<file path="config.mk">
export PLATFORM = sky130hd
export DESIGN_NAME = ifetch_pq
export DESIGN_NICKNAME = d
export VERILOG_FILES = /design/src/rtl/ifetch_pq.sv
export SDC_FILE = /design/constraint.sdc
export NUM_CORES = 1
export LEC_CHECK = 0
export CORE_MARGIN = 5
export CORE_UTILIZATION = 51
export DETAILED_ROUTE_END_ITERATION = 6
export PLACE_DENSITY = 0.72
export SYNTH_ARGS = -nofsm -noshare
export SYNTH_HDL_FRONTEND = slang
export SYNTH_SLANG_ARGS = --single-unit
</file>
<file path="constraint.sdc">
create_clock -name clk -period 6.6 [get_ports clk]
set_input_delay 1.32 -clock clk [delete_from_list [all_inputs] [get_ports clk]]
set_output_delay 1.32 -clock clk [all_outputs]
set_load 0.005 [all_outputs]
</file>
<file path="src/rtl/ifetch_pq.sv">
// Instruction fetch unit with a DEPTH-entry prefetch queue and 1-cycle imem.
// Ports: clk, reset, redirect/redirect_pc, imem_en/imem_addr/imem_rdata,
//   out_valid/out_ready/out_pc/out_instr (+ out_err with IFETCH_ALIGN_CHK_EN).
module ifetch_pq #(
  parameter int XLEN = 32,
  parameter int DEPTH = 4,
  parameter logic [XLEN-1:0] RESET_PC = '0
) (
  input  logic            clk,
  input  logic            reset,
  input  logic            redirect,
  input  logic [XLEN-1:0] redirect_pc,
  output logic            imem_en,
  output logic [XLEN-3:0] imem_addr,
  input  logic [XLEN-1:0] imem_rdata,
  output logic            out_valid,
  input  logic            out_ready,
  output logic [XLEN-1:0] out_pc,
  output logic [XLEN-1:0] out_instr
`ifdef IFETCH_ALIGN_CHK_EN
  ,
  output logic            out_err
`endif
);

  localparam int AW = $clog2(DEPTH);
  localparam int CW = AW + 2;

  logic [XLEN-1:0] pc_mem_q [DEPTH];
  logic [XLEN-1:0] ins_mem_q [DEPTH];
  logic [AW-1:0]   rd_ptr_q;
  logic [AW-1:0]   wr_ptr_q;
  logic [AW:0]     count_q;
  logic [AW:0]     count_d;
  logic [XLEN-1:0] fetch_pc_q;
  logic [XLEN-1:0] fetch_pc_d;
  logic            infl_q;
  logic            infl_d;
  logic [XLEN-1:0] infl_pc_q;
  logic [XLEN-1:0] infl_pc_d;

  logic            pop;
  logic            push;
  logic            issue_ok;
  logic            redir_rd;
  logic            misalign;
  logic            halt_q;
  logic            infl_err_q;
  logic [XLEN-1:0] rpc;
  logic [XLEN-1:0] push_ins;
  logic [CW-1:0]   occ;

`ifdef IFETCH_ALIGN_CHK_EN
  logic            err_mem_q [DEPTH];

  // Misaligned target: no read, one error entry, fetch halts until redirect.
  assign misalign = redirect_pc[1:0] != 2'b00;
  assign rpc      = redirect_pc;
`else
  logic            unused_lo;

  assign unused_lo = ^redirect_pc[1:0];
  assign misalign  = 1'b0;
  assign rpc       = {redirect_pc[XLEN-1:2], 2'b00};
`endif

  assign pop      = out_valid && out_ready && !redirect;
  assign push     = infl_q && !redirect;
  assign occ      = CW'(count_q) + CW'(infl_q);
  // Credit check counts the in-flight slot so a push never hits a full FIFO.
  assign issue_ok = !redirect && !halt_q
                    && (occ < CW'(DEPTH) + CW'(pop));
  assign redir_rd = redirect && !misalign;
  assign push_ins = infl_err_q ? '0 : imem_rdata;

  assign imem_en   = !reset && (redir_rd || issue_ok);
  assign imem_addr = redirect ? redirect_pc[XLEN-1:2]
                              : fetch_pc_q[XLEN-1:2];

  assign out_valid = count_q != '0;
  assign out_pc    = out_valid ? pc_mem_q[rd_ptr_q] : '0;
  assign out_instr = out_valid ? ins_mem_q[rd_ptr_q] : '0;
`ifdef IFETCH_ALIGN_CHK_EN
  assign out_err   = out_valid ? err_mem_q[rd_ptr_q] : 1'b0;
`endif

  always_comb begin
    count_d    = count_q;
    fetch_pc_d = fetch_pc_q;
    infl_d     = 1'b0;
    infl_pc_d  = fetch_pc_q;
    if (redirect) begin
      count_d    = '0;
      fetch_pc_d = rpc + XLEN'(4);
      // A misaligned redirect reuses the in-flight slot for its error entry.
      infl_d     = 1'b1;
      infl_pc_d  = rpc;
    end else begin
      count_d = count_q + (AW+1)'(push) - (AW+1)'(pop);
      infl_d  = issue_ok;
      if (issue_ok) begin
        fetch_pc_d = fetch_pc_q + XLEN'(4);
      end
    end
  end

  always_ff @(posedge clk) begin
    if (reset) begin
      count_q    <= '0;
      rd_ptr_q   <= '0;
      wr_ptr_q   <= '0;
      fetch_pc_q <= RESET_PC;
      infl_q     <= 1'b0;
      infl_pc_q  <= '0;
      infl_err_q <= 1'b0;
      halt_q     <= 1'b0;
      for (int i = 0; i < DEPTH; i++) begin
        pc_mem_q[i]  <= '0;
        ins_mem_q[i] <= '0;
`ifdef IFETCH_ALIGN_CHK_EN
        err_mem_q[i] <= 1'b0;
`endif
      end
    end else begin
      count_q    <= count_d;
      fetch_pc_q <= fetch_pc_d;
      infl_q     <= infl_d;
      infl_pc_q  <= infl_pc_d;
      if (redirect) begin
        rd_ptr_q   <= '0;
        wr_ptr_q   <= '0;
        infl_err_q <= misalign;
        halt_q     <= misalign;
      end else begin
        infl_err_q <= 1'b0;
        if (pop) begin
          rd_ptr_q <= rd_ptr_q + 1'b1;
        end
        if (push) begin
          wr_ptr_q            <= wr_ptr_q + 1'b1;
          pc_mem_q[wr_ptr_q]  <= infl_pc_q;
          ins_mem_q[wr_ptr_q] <= push_ins;
`ifdef IFETCH_ALIGN_CHK_EN
          err_mem_q[wr_ptr_q] <= infl_err_q;
`endif
        end
      end
    end
  end

endmodule

</file>
# After elaboration in Yosys (flattened, before gate mapping)

Memories as Yosys holds them, arrays and structs flattened. A register that Yosys moved wholly into a read port is not among the register bits.
Cells that the tools add are included.

Magnitude comparators: 1
Mux-type cells: 23
Add/sub/neg operators: 8
Reduce and logical (&&, ||, !) cells: 13

Operator list:

| operator              | count |
|---|---|
| $mux 32               | 7 |
| $add 32x3->32 const B | 2 |
| $reduce_or 32->1      | 2 |
| $mux 30               | 1 |
| $mux 2                | 6 |
| $mux 1                | 9 |
| $logic_and 1x1->1     | 5 |
| $add 2x1->2 const B   | 2 |
| $add 3x1->4           | 1 |
| $add 3x1->4 const A   | 1 |
| $lt 4x4->1            | 1 |
| $add 3x1->3           | 1 |
| $reduce_bool 3->1     | 1 |
| $sub 3x1->3           | 1 |
| $logic_not 1->1       | 2 |
| $reduce_bool 2->1     | 1 |
| $reduce_or 2->1       | 1 |
| $logic_or 1x1->1      | 1 |

Logic and storage cells: 54
RAM bits: 256
Input bits: 68
Memories: 2
Flip-flop bits (word level): 72

Memories:

| memory    | words | width | read ports | clocked after Yosys merged registers in | wr ports | RTL line | source |
|---|---|---|---|---|---|---|---|
| ins_mem_q | 4     | 32    | 1          | 1                                       | 4        | 30       | `logic [XLEN-1:0] ins_mem_q [DEPTH];` |
| pc_mem_q  | 4     | 32    | 1          | 1                                       | 4        | 29       | `logic [XLEN-1:0] pc_mem_q [DEPTH];` |

# Depth between registers and ports, before layout

Gate-level depths: netlist of run 1.

Depth in word-level cells: 8
Mapped depth: 14
Mapped depth without buffers: 8

# Least setup slack after synthesis of run 1

OpenSTA, ideal clock, no wires.

Path kind: input -> register
From: input port redirect
To: memory ins_mem_q[0][0] (enable)
Path buffers: 4
Cell stages on the path: 6
Path slack: -0.368 ns
Data arrival time: 6.401 ns
Path through: buf_6 buf_6 buf_6 buf_6 nand2b_1 o21ai_0

RTL lines:

| what        | RTL line | source |
|---|---|---|
| from (decl) | 11       | `input logic redirect,` |
| to (decl)   | 30       |  |

# Final worst setup path of run 1

From: input port redirect
To: output port imem_addr[19]

Word-level cells in the longest chain between the ends: 1

Ends and longest elaborated chain:

| what      | RTL line | source |
|---|---|---|
| $mux 30   | 77       | `assign imem_addr = redirect ? redirect_pc[XLEN-1:2]` |
| to (decl) | 14       | `output logic [XLEN-3:0] imem_addr,` |

No other way between the ends.

==> results of run 1 <==
==> layer usage <==
layer	vias up	routed length (um)	part of all wire [%]	global-route usage, %
met4	0	459	1.4	3.932
li1	4379	-	-	-
met2	303	15460	48	34.56
met3	36	2023	6.3	3.494
met1	4565	13980	44	28.58
met5	-	0	0	0
==> placed cells by master (no fill, tap or decap), drive strengths merged, types with 5 or more instances in the layout <==
cell type	count
mux2	9
o211ai	7
and2	72
nor2	227
or3	6
clkinv	5
buf	17
nand2b	5
o311ai	5
nand2	110
clkbuf	54
nand3b	8
mux4	62
xor2	6
inv	91
clkdlybuf4s50	158
nand4	11
dfxtp	70
o21ai	14
nand4b	6
a21oi	14
mux2i	17
nand3	34
a211oi	5
xnor2	9
ha	5
edfxtp	248
==> cells in the mapped netlist, drive strengths merged (5+ instances only) <==
| cell type | number |
|---|---|
| mux2 | 9 |
| nand3b | 8 |
| o21ai | 14 |
| edfxtp | 248 |
| dfxtp | 70 |
| a211oi | 5 |
| mux2i | 17 |
| nand2 | 110 |
| nand2b | 5 |
| nand4b | 6 |
| mux4 | 62 |
| nand3 | 34 |
| xnor2 | 9 |
| and2 | 72 |
| o211ai | 7 |
| nand4 | 11 |
| a21oi | 14 |
| or3 | 6 |
| ha | 5 |
| nor2 | 227 |
| clkbuf | 46 |
| buf | 35 |
| inv | 90 |
| o311ai | 5 |
| xor2 | 6 |
==> worst max path at each step <==
| stage | end | slack (ns) | cells after the start | start |
|---|---|---|---|---|
| after floorplan | ins_mem_q[0][0] | -0.37 | 6 | redirect |
| after global placement | imem_addr[19] | 1.86 | 5 | redirect |
| after detailed placement | imem_addr[19] | 1.82 | 5 | redirect |
| after CTS | imem_addr[19] | 1.81 | 5 | redirect |
| after global routing | imem_addr[19] | 1.64 | 5 | redirect |
| final | imem_addr[19] | 1.81 | 5 | redirect |
==> state kept, by name, indices dropped and copies added (netlist names), named ones only <==
signal and count:
fetch_pc_q 30, pc_mem_q 120, wr_ptr_q 2, rd_ptr_q 2
infl_pc_q 30, infl_q 1, ins_mem_q 128, count_q 3
==> per-stage QoR <==
| step | total power (uW) | std cells | instance area [um2] |
|---|---|---|---|
| after global routing | 4618 | 1710 | 17270 |
| after global placement | 2703 | 1649 | 16220 |
| final | 4451 | 1710 | 17270 |
| after detailed placement | 2712 | 1649 | 16220 |
| after floorplan | 2547 | 1177 | 14360 |
| after CTS | 4489 | 1710 | 17270 |
==> worst max-delay path, stage by stage <==
cell             delay [ns]
buf_2                  0.56
buf_4                  0.50
mux2i_1                0.52
inv_1                  0.09
clkdlybuf4s50_1        0.46
==> cell type report <==
type / count / area (um2) / area share [%]
multi-input combinational: 688 / 4846 / 28.07
clock inverter: 7 / 40.04 / 0.2319
clock buffer: 54 / 1007 / 5.833
inverter: 90 / 337.8 / 1.957
timing repair buffer: 175 / 1707 / 9.884
sequential: 318 / 8856 / 51.29
tap: 378 / 473.0 / 2.739
==> logic make-up (layout without fill, tap and decap cells) <==
logic type	count (synthesis)	in the layout	share of synthesized area (%)
AND/OR/NAND/NOR	499	499	16.01
flip-flops	318	318	61.66
buffers and inverters	171	326	5.022
multiplexers	88	88	11.62
AO/OA/AOI/OAI	78	78	4.176
XOR/XNOR	15	15	0.9155
adder cells (fa/ha/maj)	6	6	0.5754
other	1	2	0.02613
==> power groups by stage <==
stage	sequential, uW	combinational [uW]	clock (uW)
after floorplan	2340	210	0
after global placement	2330	368	0
after detailed placement	2340	372	0
after CTS	2300	374	1820
after global routing	2310	403	1910
final	2300	369	1780
==> key figures, run 1 <==
Outcome
  – Status: finished clean

STA
  – RSZ-0062 raised after global routing: no
  – Worst setup margin: between 1.5 and 2 ns
  – Slew @ Worst Pin: 0.9795 ns
  – Final hold vios: 0
  – Worst Hold Margin: around 0.45 ns
  – Final setup fails: 0
  – Final Skew: 0.007607 ns
  – FMAX: 208.7 MHz
  – Rel. slew slack: 34.54%
  – Final Cycle Share: 72.62%
  – Final TNS setup: 0 ns
  – Pins Over Slew Limit: 0
  – Crit path time final: approximately 4.8 ns

Cells and area
  – # nets final: 1381
  – Area Growth Syn to Fin: 20.31%
  – Number of filler instances in the final layout: 2261
  – Antenna Cells: 0
  – Fin util: just over 60%
  – Share of cells above drive strength 1: 11.79%

Clock tree
  – Post-CTS sizing: 0
  – CTS max path bufs: 3
  – Clock latency at the later pin of the worst-skew pair: ~0.5 ns
  – Inserted Clock Buffers: 34
  – H-tree depth: 2
  – CTS root buf: clkbuf_16
  – # Post-CTS Setup Buffers: 0
  – Clock-pin slew on the worst setup and hold paths: approximately 0.060 ns
  – # hold bufs at CTS: 0
  – Clk sinks: around 320
  – TritonCTS clock tree: done

GRT
  – Largest net degree at the start of global routing: 67
  – Initial antenna violation count: 0
  – GRT Overall Usage: 20.52%
  – Congestion Overflow GR: 0
  – First-pass GRT wire length: 51.28 mm
  – Vias in the first global route: around 9.7k

Detailed routing
  – Wirelength per Cell: 18.67 um
  – WL final: about 32 mm
  – Detailed-route DRC error count: 0
  – Via-to-Cell Ratio: around 5.4
  – Via count: slightly above 9k
  – DR iter-0 viols: approximately 840
  – Pre-antenna DRT Iters: 7
  – Post-route ant nets: 0

Synthesis
  – Synthesized area: roughly 14000 um2
  – Async SR Flop Fraction: 0%
  – Post-synthesis average cell area: approximately 12 um2
  – Post-synth top area cell: edfxtp_1
  – Synth Register Bits: 318
  – Unique masters post-synth: 59
  – Synth Flop Type: edfxtp_1
  – Gate Count Post-Synth: about 1.2k
  – Seq/Total Area, Yosys: slightly above 60%
  – Ys Warns: 0
  – Number of synthesized flops with an enable pin: around 250
  – Synth top area share: between 50 and 60%
  – Synth area leaders: edfxtp_1 (52%), dfxtp_1 (9.8%), mux4_2 (9.7%)

Place
  – Placer Congestion: between 0.8 and 0.9
  – Pre-CTS setup slack: 1.819 ns
  – DP HPWL: around 19 mm
  – Buffers on Ports: roughly 160

Critical path
  – R2r worst-path depth: 8
  – Critical path type: in2out
  – Worst R2R End: fetch_pc_q[30]
  – Data required time of the worst path: between 5 and 6 ns
  – FF-to-FF Start: fetch_pc_q[2]
  – FF-to-FF setup slack: roughly 4 ns
  – Crit start category: primary input
  – CP max FO: 37
  – CP Capture Type: output port
  – WP data arrival: about 3.5 ns

Floorplanning
  – IO Count: ~160
  – DIE AREA: 31600 um2
  – Die width: between 150 and 200 um
  – Initial core utilization: about half
  – DIE HEIGHT: ~180 um
  – Row count: a little over 60
  – CORE AREA: ~28000 um2

Worst hold path
  – Hold depth: 2
  – Hold crit path type: reg2reg
  – WHS Endpoint: fetch_pc_q[9]
  – Hold path start: fetch_pc_q[9]

Power and ir drop
  – Combinational Power Share: between 8 and 9%
  – PD cells: 257.8 nW/um2
  – Leak pwr: around 0.0067 uW
  – Sw Pwr: 973.0 uW
  – Pint: approximately 3500 uW
  – Flop pwr share: between 50% and 60%
  – Clock power frac: between 40 and 50%
  – VDD IR-drop max: between 0.15 and 0.2 mV
  – Sw frac: between 20% and 30%

Flow run
  – Max_cap viols: 0
Note: power is estimated with default switching activity, not from simulation.
==> run 2, diff against run 1 <==
- CORE_UTILIZATION: 51 -> 56
- PLACE_DENSITY: 0.72 -> 0.76
- clock period: 6.6 -> 5 ns (I/O delays scaled with it)
==> run 2 against run 1 <==
Against the previous run:
- combinational power up 33%
- sequential power grew 32%
- sequential share of layout area is 0.25 points higher
- cell area shrank 0.52%
- power up 29%
- register-to-register slack got worse by 2.0 ns
- die area decreased by 8.4%
- largest cell class unchanged
- setup slack got worse by 0.84 ns
- hold slack better by 0.0030 ns
- clock power rose by 25%
- first-iteration DRC count is 16% lower
- clock skew rose by 0.024 ns
==> key figures, run 2 (synthesis results as in run 1) <==
Outcome
  – Status: finished clean (unchanged)

Critical path
  – R2r worst-path depth: 5 (was 8)
  – Critical path type: in2out (unchanged)
  – Worst path slowest cell: buf_2 (unchanged)
  – CP max FO: 42 (was 37)
  – Crit-path cells: buf_2 > buf_4 > mux2i_1 > inv_1 > clkdlybuf4s50_1 (unchanged)
  – FF-to-FF Start: count_q[2] (was fetch_pc_q[2])
  – Setup crit start: redirect (unchanged)
  – Crit start category: primary input (unchanged)
  – WP data arrival: 3.04 ns (was 3.47 ns)
  – Data required time of the worst path: 4.00 ns (was 5.28 ns)
  – CP Capture Type: output port (unchanged)
  – Worst stage delay on the critical path: 0.67 ns (was 0.56 ns)

STA
  – FMAX: between 200 and 250 MHz
  – Final Skew: 0.03160 ns (was 0.007607 ns)
  – Final TNS setup: 0 ns (unchanged)
  – Final setup fails: 0 (unchanged)
  – Worst Hold Margin: 0.4579 ns (was 0.4549 ns)
  – Final hold vios: 0 (unchanged)
  – Final Cycle Share: approximately four fifths
  – Worst setup margin: 0.9627 ns (was 1.807 ns)
  – Pins Over Slew Limit: 0 (unchanged)
  – Rel. slew slack: 20.56% (was 34.54%)
  – RSZ-0062 raised after global routing: no (unchanged)
  – Slew @ Worst Pin: 1.192 ns (was 0.9795 ns)
  – Crit path time final: around 4 ns

Power and ir drop
  – PD cells: 334.5 nW/um2 (was 257.8 nW/um2)
  – Power Total: 5746 uW (was 4451 uW)
  – VDD IR-drop max: 0.2609 mV (was 0.1635 mV)
  – Leak pwr: 0.006675 uW (was 0.006676 uW)

Detailed routing
  – Detailed-route DRC error count: 0 (unchanged)
  – WL final: 31.66 mm (was 31.92 mm)
  – Wirelength per Cell: 19.05 um (was 18.67 um)
  – Via-to-Cell Ratio: 5.613 (was 5.429)
  – Post-route ant nets: 0 (unchanged)
  – Pre-antenna DRT Iters: 5 (was 7)
  – Via count: 9328 (was 9283)
  – DR iter-0 viols: 705 (was 837)

Cells and area
  – Max FFs per register: 128 (unchanged)
  – Commonest non-fill, non-tap cell in the layout: edfxtp_1 (unchanged)
  – Fin area: 17180 um2 (was 17270 um2)
  – # nets final: 1381 (unchanged)
  – Area Growth Syn to Fin: 19.69% (was 20.31%)
  – Most flop-heavy register: ins_mem_q (unchanged)
  – Share of cells above drive strength 1: 12.09% (was 11.79%)
  – Number of filler instances in the final layout: 1816 (was 2261)
  – Most frequent cells in the layout: edfxtp_1 (248), nor2_1 (225), clkdlybuf4s50_1 (158), nand2_1 (110), inv_1 (90) (unchanged)
  – Largest registers: ins_mem_q: 128 flops, pc_mem_q: 120 flops (unchanged)
  – Antenna Cells: 0 (unchanged)

Floorplanning
  – IO Count: 164 (unchanged)
  – Initial core utilization: 56.99% (was 51.66%)
  – Row count: 58 (was 61)
  – CORE AREA: 25180 um2 (was 27780 um2)
  – DIE HEIGHT: 170.1 um (was 177.8 um)
  – DIE AREA: 28930 um2 (was 31600 um2)
  – Die width: 170.1 um (was 177.8 um)

Worst hold path
  – Hold crit path type: reg2reg (unchanged)
  – Hold path start: fetch_pc_q[9] (unchanged)
  – Hold depth: 2 (unchanged)

GRT
  – M2 GR Usage: 37.07% (was 34.56%)
  – Largest net degree at the start of global routing: 67 (unchanged)
  – GR Util met1: 31.05% (was 28.58%)
  – First-pass GRT wire length: 50.75 mm (was 51.28 mm)
  – Met3 global-route usage: 3.159% (was 3.494%)
  – Vias in the first global route: 9487 (was 9677)
  – Gr busiest metal: met2 (unchanged)
  – GRT Overall Usage: 21.92% (was 20.52%)
  – Congestion Overflow GR: 0 (unchanged)
  – Initial antenna violation count: 0 (unchanged)

Clock tree
  – Clock-pin slew on the worst setup and hold paths: 0.07 ns (was 0.06 ns)
  – Post-CTS sizing: 0 (unchanged)
  – # hold bufs at CTS: 0 (unchanged)
  – Clock latency at the later pin of the worst-skew pair: 0.57 ns (was 0.50 ns)
  – CTS max path bufs: 3 (unchanged)
  – H-tree depth: 1 (was 2)
  – # Post-CTS Setup Buffers: 0 (unchanged)
  – TritonCTS clock tree: done (unchanged)
  – Inserted Clock Buffers: 31 (was 34)
  – CTS root buf: clkbuf_16 (unchanged)
  – Clk sinks: 318 (unchanged)

Place
  – Placed Area: 16200 um2 (was 16220 um2)
  – Pre-CTS setup slack: 0.9774 ns (was 1.819 ns)
  – Buffers on Ports: 159 (unchanged)
  – DP HPWL: 18.69 mm (was 18.63 mm)
  – Placer Congestion: 0.8095 (was 0.8223)

Flow run
  – Max_cap viols: 0 (unchanged)
-- run 2: cell types whose count changed in the layout (fill, tap and decap cells not counted), sizes merged --
cell / previous run / this run
clkinvlp: 1 / 0
clkinv: 5 / 7
bufinv: 0 / 1
inv: 91 / 92
buf: 17 / 20
clkbuf: 54 / 48
-- run 2: metal layers --
layer	vias up	part of all wire (%)
met3	48	7.2
li1	4396	-
met2	359	49
met1	4525	42
met5	-	0
met4	0	1.6
-- run 2: power by group --
group          switching, uW  internal [uW]
sequential              51.7           2980
combinational            262            228
clock                    946           1280
-- run 2: final timing paths --
kind / to / slack (ns)
max: imem_addr[24] / 0.96
min: fetch_pc_q[9] / 0.46
max reg2reg: fetch_pc_q[26] / 1.88
min reg2reg: fetch_pc_q[9] / 0.46
-- run 2: cell type report --
type | instances | area [um2] | share of cell area, %
Multi-Input combinational cell | 688 | 4846 | 28.21
Clock buffer | 48 | 892.1 | 5.194
Clock inverter | 10 | 80.08 | 0.4662
Timing Repair Buffer | 178 | 1754 | 10.21
Sequential cell | 318 | 8853 | 51.54
Tap cell | 330 | 412.9 | 2.404
Inverter | 90 | 337.8 | 1.967
-- run 2: through the flow --
stage	utilization [%]	instances
after global routing	68.21	1662
final	68.21	1662
after floorplan	-	1177
after global placement	64.35	1604
after detailed placement	64.35	1604
after CTS	68.21	1662
-- run 2: worst max-delay path: cells and delay by family --
| family | cells | cell delay, ns |
|---|---|---|
| buf+inv | 4 | 1.67 |
| mux | 1 | 0.34 |
